--- src/rtl/lcd_mmio_ctrl_pkg.sv ---
// lcd_mmio_ctrl_pkg: register map, status bits, FSM states and HD44780 opcodes for the LCD responder.
package lcd_mmio_ctrl_pkg;
    localparam logic [1:0] LCD_DATA   = 2'd0;
    localparam logic [1:0] LCD_CTRL   = 2'd1;
    localparam logic [1:0] LCD_STATUS = 2'd2;

    localparam int ST_BUSY    = 0;
    localparam int ST_FULL    = 1;
    localparam int ST_EMPTY   = 2;
    localparam int ST_OVF     = 3;
    localparam int ST_CNT_LSB = 4;

    typedef enum logic [2:0] {IDLE, SETUP, PULSE, HOLD, WAIT} lcd_state_e;

    localparam logic [7:0] OP_CLEAR    = 8'h01;
    localparam logic [7:0] OP_HOME     = 8'h02;
    localparam logic [7:0] OP_HOME_ALT = 8'h03;

    // A zero-length phase would never reach the exit count, so clamp it to one cycle.
    function automatic logic [31:0] nz(input int unsigned v);
        return (v == 0) ? 32'd1 : 32'(v);
    endfunction
endpackage

--- src/rtl/lcd_cmd_fifo.sv ---
// lcd_cmd_fifo: synchronous command FIFO with flush; a push on a full FIFO is accepted only alongside a pop.
module lcd_cmd_fifo #(
    parameter int WIDTH = 9,
    parameter int DEPTH = 8
) (
    input  logic                     i_clk,
    input  logic                     i_reset,
    input  logic                     i_push,
    input  logic [WIDTH-1:0]         i_wdata,
    input  logic                     i_pop,
    input  logic                     i_flush,
    output logic [WIDTH-1:0]         o_rdata,
    output logic                     o_full,
    output logic                     o_empty,
    output logic [$clog2(DEPTH):0]   o_count
);
    localparam int AW = $clog2(DEPTH);
    localparam int CW = AW + 1;

    logic [WIDTH-1:0] mem [DEPTH];
    logic [AW-1:0]    wr_ptr, rd_ptr;
    logic             do_push, do_pop;

    assign o_full  = (o_count == CW'(DEPTH));
    assign o_empty = (o_count == '0);
    assign o_rdata = mem[rd_ptr];
    assign do_pop  = i_pop && !o_empty;
    assign do_push = i_push && (!o_full || do_pop);

    always_ff @(posedge i_clk)
        if (do_push && !i_flush) mem[wr_ptr] <= i_wdata;

    always_ff @(posedge i_clk or negedge i_reset) begin
        if (!i_reset) begin
            wr_ptr  <= '0;
            rd_ptr  <= '0;
            o_count <= '0;
        end else if (i_flush) begin
            wr_ptr  <= '0;
            rd_ptr  <= '0;
            o_count <= '0;
        end else begin
            wr_ptr  <= do_push ? wr_ptr + AW'(1) : wr_ptr;
            rd_ptr  <= do_pop ? rd_ptr + AW'(1) : rd_ptr;
            o_count <= o_count + CW'(do_push) - CW'(do_pop);
        end
    end
endmodule

--- src/rtl/lcd_mmio_ctrl.sv ---
// lcd_mmio_ctrl: memory-mapped HD44780 responder; queued bytes are played out with setup/pulse/hold/exec timing.
module lcd_mmio_ctrl
    import lcd_mmio_ctrl_pkg::*;
#(
    parameter logic [31:0] BASE_ADDR      = 32'h1000_5000,
    parameter int unsigned FIFO_DEPTH     = 8,
    parameter int unsigned SETUP_CYC      = 2,
    parameter int unsigned EN_HIGH_CYC    = 12,
    parameter int unsigned HOLD_CYC       = 2,
    parameter int unsigned EXEC_CYC       = 2000,
    parameter int unsigned CLEAR_EXEC_CYC = 80000
) (
    input  logic        i_clk,
    input  logic        i_reset,
    input  logic [31:0] i_lsu_addr,
    input  logic [31:0] i_st_data,
    input  logic        i_lsu_wren,
    input  logic [2:0]  i_func3,
    output logic [31:0] o_ld_data,
    output logic [31:0] o_io_lcd
);
    localparam int CW = $clog2(FIFO_DEPTH) + 1;

    lcd_state_e    state, state_d;
    logic [31:0]   cnt, cnt_d, cnt32;
    logic          on, ovf, rs_q, long_wait;
    logic [7:0]    data_q;
    logic          hit, wr, push_req, ctrl_wr, flush, pop;
    logic [1:0]    off;
    logic          full, empty;
    logic [8:0]    head;
    logic [CW-1:0] count;
    logic [3:0]    cnt_disp;
    logic [31:0]   status;
    logic          unused_bits;

    assign unused_bits = ^{i_st_data[31:9], i_lsu_addr[1:0]};
    assign hit       = (i_lsu_addr[31:4] == BASE_ADDR[31:4]);
    assign off       = i_lsu_addr[3:2];
    assign wr        = i_lsu_wren && hit;
    assign push_req  = wr && (off == LCD_DATA);
    assign ctrl_wr   = wr && (off == LCD_CTRL);
    assign flush     = ctrl_wr && i_st_data[1];
    assign pop       = (state == IDLE) && on && !empty;
    assign long_wait = !rs_q && (data_q == OP_CLEAR || data_q == OP_HOME || data_q == OP_HOME_ALT);

    lcd_cmd_fifo #(.WIDTH(9), .DEPTH(FIFO_DEPTH)) u_fifo (
        .i_clk   (i_clk),
        .i_reset (i_reset),
        .i_push  (push_req),
        .i_wdata (i_st_data[8:0]),
        .i_pop   (pop),
        .i_flush (flush),
        .o_rdata (head),
        .o_full  (full),
        .o_empty (empty),
        .o_count (count)
    );

    always_ff @(posedge i_clk or negedge i_reset) begin
        if (!i_reset) begin
            state  <= IDLE;
            cnt    <= '0;
            on     <= 1'b0;
            ovf    <= 1'b0;
            rs_q   <= 1'b0;
            data_q <= '0;
        end else begin
            state <= state_d;
            cnt   <= cnt_d;
            on    <= ctrl_wr ? i_st_data[0] : on;
            ovf   <= (ctrl_wr && i_st_data[2]) ? 1'b0 : (ovf || (push_req && full && !pop));
            if (pop) {rs_q, data_q} <= head;
        end
    end

    // Each phase reloads the down-counter on entry and exits when it reaches 1.
    always_comb begin
        state_d = state;
        cnt_d   = cnt - 32'd1;
        case (state)
            IDLE:  begin
                cnt_d = cnt;
                if (pop) begin state_d = SETUP; cnt_d = nz(SETUP_CYC); end
            end
            SETUP: if (cnt == 32'd1) begin state_d = PULSE; cnt_d = nz(EN_HIGH_CYC); end
            PULSE: if (cnt == 32'd1) begin state_d = HOLD;  cnt_d = nz(HOLD_CYC); end
            HOLD:  if (cnt == 32'd1) begin
                state_d = WAIT;
                cnt_d   = long_wait ? nz(CLEAR_EXEC_CYC) : nz(EXEC_CYC);
            end
            WAIT:  if (cnt == 32'd1) begin state_d = IDLE; cnt_d = '0; end
            default: begin state_d = IDLE; cnt_d = '0; end
        endcase
    end

    assign cnt32    = 32'(count);
    assign cnt_disp = (cnt32 > 32'd15) ? 4'hF : cnt32[3:0];

    always_comb begin
        status                          = '0;
        status[ST_BUSY]                 = (state != IDLE);
        status[ST_FULL]                 = full;
        status[ST_EMPTY]                = empty;
        status[ST_OVF]                  = ovf;
        status[ST_CNT_LSB+3:ST_CNT_LSB] = cnt_disp;
    end

    assign o_ld_data = !(hit && i_func3 == 3'b010) ? 32'd0 :
                       (off == LCD_CTRL)   ? {31'd0, on} :
                       (off == LCD_STATUS) ? status : 32'd0;
    assign o_io_lcd  = {on, 20'd0, (state == PULSE), rs_q, 1'b0, data_q};
endmodule
--- config.mk ---
export PLATFORM = sky130hd
export DESIGN_NAME = lcd_mmio_ctrl
export DESIGN_NICKNAME = d
export VERILOG_FILES = /design/src/rtl/lcd_mmio_ctrl_pkg.sv /design/src/rtl/lcd_cmd_fifo.sv /design/src/rtl/lcd_mmio_ctrl.sv
export SDC_FILE = /design/constraint.sdc
export NUM_CORES = 1
export LEC_CHECK = 0
export BUFFER_PORTS_ARGS = -buffer_cell sky130_fd_sc_hd__buf_2
export CORE_ASPECT_RATIO = 0.5
export CORE_MARGIN = 5
export CORE_UTILIZATION = 55
export DETAILED_ROUTE_END_ITERATION = 6
export PLACE_DENSITY_LB_ADDON = 0.2
export SYNTH_ARGS = -nofsm -noshare
export SYNTH_HDL_FRONTEND = slang
export SYNTH_SLANG_ARGS = --single-unit
--- constraint.sdc ---
create_clock -name i_clk -period 5.01 [get_ports i_clk]
set_input_delay 0.2505 -clock i_clk [delete_from_list [all_inputs] [get_ports i_clk]]
set_output_delay 0.2505 -clock i_clk [all_outputs]
set_load 0.02 [all_outputs]
==> metrics.cfg <==
[sta]
slew-limit-headroom = 0.3262
finalCritPeriodShare = 0.6630
slew_viol_final = 0
rsz0062_at_grt = no
hold_violations = 0
skew_ns = 0.009117
worst_slew_pin_slew_ns = 1.001
tns_ns = 0
setup_viol_count_final = 0
fin_crit_ns = 3.322
fmax_mhz = 301.1

[synthesis]
synth_edf_count = 72
synth-main-ff-cell = edfxtp_1
synth_cell_types = 53
synth_area_sq_um = 6354
async_flop_share = 0.4375
ys_ff_latch = 128
syn_avg_cell_area_sq_um = 11.81
syn_inst = 538
ys.warnings.count = 0
seq_area_frac_synth = 0.5609

[routing]
wl_met2_um = 6309
dr.pass1.iters = 5
drt-vias-per-instance = 5.477
drt-met1-wl_um = 5857
wire_per_inst_um = 16.95
ant_nets = 0
vias = 4228
met3_length_um = 747
initialDrtViolationCount = 199
remaining_drc_errors = 0
finalWirelength_um = 13090
dr.max_layer_used = met4

[floorplan]
io_pins = 134
die_area_sq_um = 13930
rows = 27
core_area_sq_um = 11150
die_w_um = 162
die-height_um = 86
floorplan.initialDensity = 0.5699

[clocking]
cts_tree = yes
clk_pin_slew_ns = 0.06
clk_latency_ns = 0.42
numCtsBuffers = 17
h-tree-depth = 4
root_buffer = clkbuf_16
clock_path_buffers = 2
cts_num_sinks = 128

[layout]
final_layout_size_suffix_gt1_frac = 0.2201
antenna_cells = 0
nNetsFinal = 695
nFillCells = 820
areaGrowthSynthToFinish_pct = 14.75

[global_route]
grt_pass1_vias = 4167
grt_max_degree = 57
grt-ovfl-total = 0
grt_pass1_wl_um = 21630
track_usage = 0.1999
antenna_found_initial = 0

[pwr]
powerDensity_nw_per_um2 = 332.6
total_power_mw = 2.425
p_leak_nw = 3.155
vdd_drop_max_mv = 0.2755

[run]
maxCapViolations = 0

[worst_setup_path]
path_class = flop to flop
reg2reg_depth = 7
critPathCaptureType = flop
worstPathMaxFanout = 23
worstPathArrival_ns = 3.36
cp.required_ns = 5.05
startpoint_type = flop

[min_path]
hold_path.class = input port to flop
hold-path-cell-count = 1

[place]
routabilityCongestion = 0.8277
dp.final_hpwl_um = 8640
portBuffers = 63

[status]
status = complete, no violations

kinds of logic (layout without fill, tap and decap cells):
group                      count (synthesis)  count (layout)  share of synthesized area
DFF                                      128             128                     0.5608
other                                      1              45                  0.0005902
and+or+nand+nor                          196             196                     0.1573
adders and majority gates                 11              11                    0.02284
xor gates and xnor gates                  24              24                    0.03308
AOI/OAI and AO/OA                         66              66                    0.06282
buffers and inverters                     81             126                    0.07779
muxes                                     31              31                    0.08468
final timing paths:
check	start	to	slack, ns
max in group asynchronous	i_reset	cnt[21]$_DFFE_PN0N_	4.01
min in group asynchronous	i_reset	ovf$_DFF_PN0_	0.50
worst max register to register	state[2]$_DFFE_PN0P_	u_fifo.mem[4][5]$_DFFE_PP_	1.69
worst min-delay path	i_st_data[7]	u_fifo.mem[1][7]$_DFFE_PP_	0.10
worst min register to register	cnt[13]$_DFFE_PN0N_	cnt[13]$_DFFE_PN0N_	0.51
worst max-delay path	state[2]$_DFFE_PN0P_	u_fifo.mem[4][5]$_DFFE_PP_	1.69
repair_timing:
item,in CTS,in global routing
setup buffers,0,0
gates resized for setup,0,0
hold endpoints to repair,4,0
hold buffers,1,0
layer usage:
| layer | up-vias | global-route usage |
|---|---|---|
| met5 | - | 0 |
| met4 | 0 | 0.06754 |
| met3 | 18 | 0.04609 |
| met2 | 131 | 0.3351 |
| met1 | 2064 | 0.2610 |
| li1 | 2015 | - |
Yosys cell counts (7+ instances only):
cell type / number / share of area
clkbuf_1: 9 / 0.0053
and3_1: 7 / 0.0069
mux2i_1: 11 / 0.017
edfxtp_1: 72 / 0.34
mux4_2: 18 / 0.064
xor2_1: 11 / 0.015
xnor2_1: 13 / 0.018
nor4_1: 14 / 0.014
dfrtp_1: 56 / 0.22
inv_1: 18 / 0.011
buf_4: 50 / 0.059
nor3_1: 21 / 0.017
nor2_1: 52 / 0.031
nand3_1: 9 / 0.0071
nand2_1: 45 / 0.027
ha_1: 10 / 0.020
o21ai_0: 25 / 0.020
and2_1: 7 / 0.0069
a21oi_1: 16 / 0.013
stage by stage:
step / hold WS (ns) / cell area, sq um / util / cells / worst slack [ns]
after floorplan: -0.04509 / 6519 / - / 582 / 1.978
after global placement: 0.4377 / 6684 / 0.5996 / 739 / 1.718
after detailed placement: 0.4391 / 6684 / 0.5996 / 739 / 1.655
after CTS: 0.08635 / 7291 / 0.6540 / 772 / 1.660
after global routing: 0.09418 / 7291 / 0.6540 / 772 / 1.381
final: 0.1013 / 7291 / 0.6540 / 772 / 1.688
worst max-delay path: stages, from the launching register on:
cell      delay, ns
dfrtp_1        0.50
nor3_1         0.30
nand3_1        0.11
buf_4          0.22
and3_1         0.22
nor3b_1        0.61
nand2b_1       0.22
nor2_1         0.76
cell usage in the layout (no fill, tap or decap), drive strengths merged, types with 3 or more instances in the layout:
master,synthesis,routed
a21oi,17,17
a22oi,3,3
and2,7,7
and3,7,7
buf,54,75
clkbuf,9,17
clkinv,0,3
conb,1,45
dfrtp,56,56
edfxtp,72,72
ha,10,10
inv,18,26
mux2i,11,11
mux4,18,18
nand2,45,45
nand2b,6,6
nand3,9,9
nand4,6,6
nor2,52,52
nor2b,6,6
nor3,22,22
nor3b,4,4
nor4,15,15
nor4b,6,6
o211ai,4,4
o21ai,25,25
or2,3,3
or4,3,3
xnor2,13,13
xor2,11,11
sequential cells by signal (all words and copies together) (netlist names):
register / cells
u_fifo.wr_ptr: 3
u_fifo.o_count: 4
data_q: 8
u_fifo.rd_ptr: 3
state: 3
ovf: 1
rs_q: 1
on: 1
u_fifo.mem: 72
cnt: 32
cell type report:
type | count | area (sq um) | share of cell area
Clock buffer | 17 | 425.4 | 0.05835
Multi-Input combinational cell | 373 | 2466 | 0.3383
Timing Repair Buffer | 76 | 415.4 | 0.05698
Clock inverter | 15 | 171.4 | 0.02351
Sequential cell | 128 | 3563 | 0.4888
Tap cell | 145 | 181.4 | 0.02488
Inverter | 18 | 67.56 | 0.009267
power breakdown:
group / switching [mW] / leakage (nW) / internal (mW)
Clock: 0.496 / 0.287 / 0.748
Combinational: 0.0527 / 1.46 / 0.0146
Sequential: 0.00000886 / 1.41 / 1.11
(Power assumes the default switching activity.)
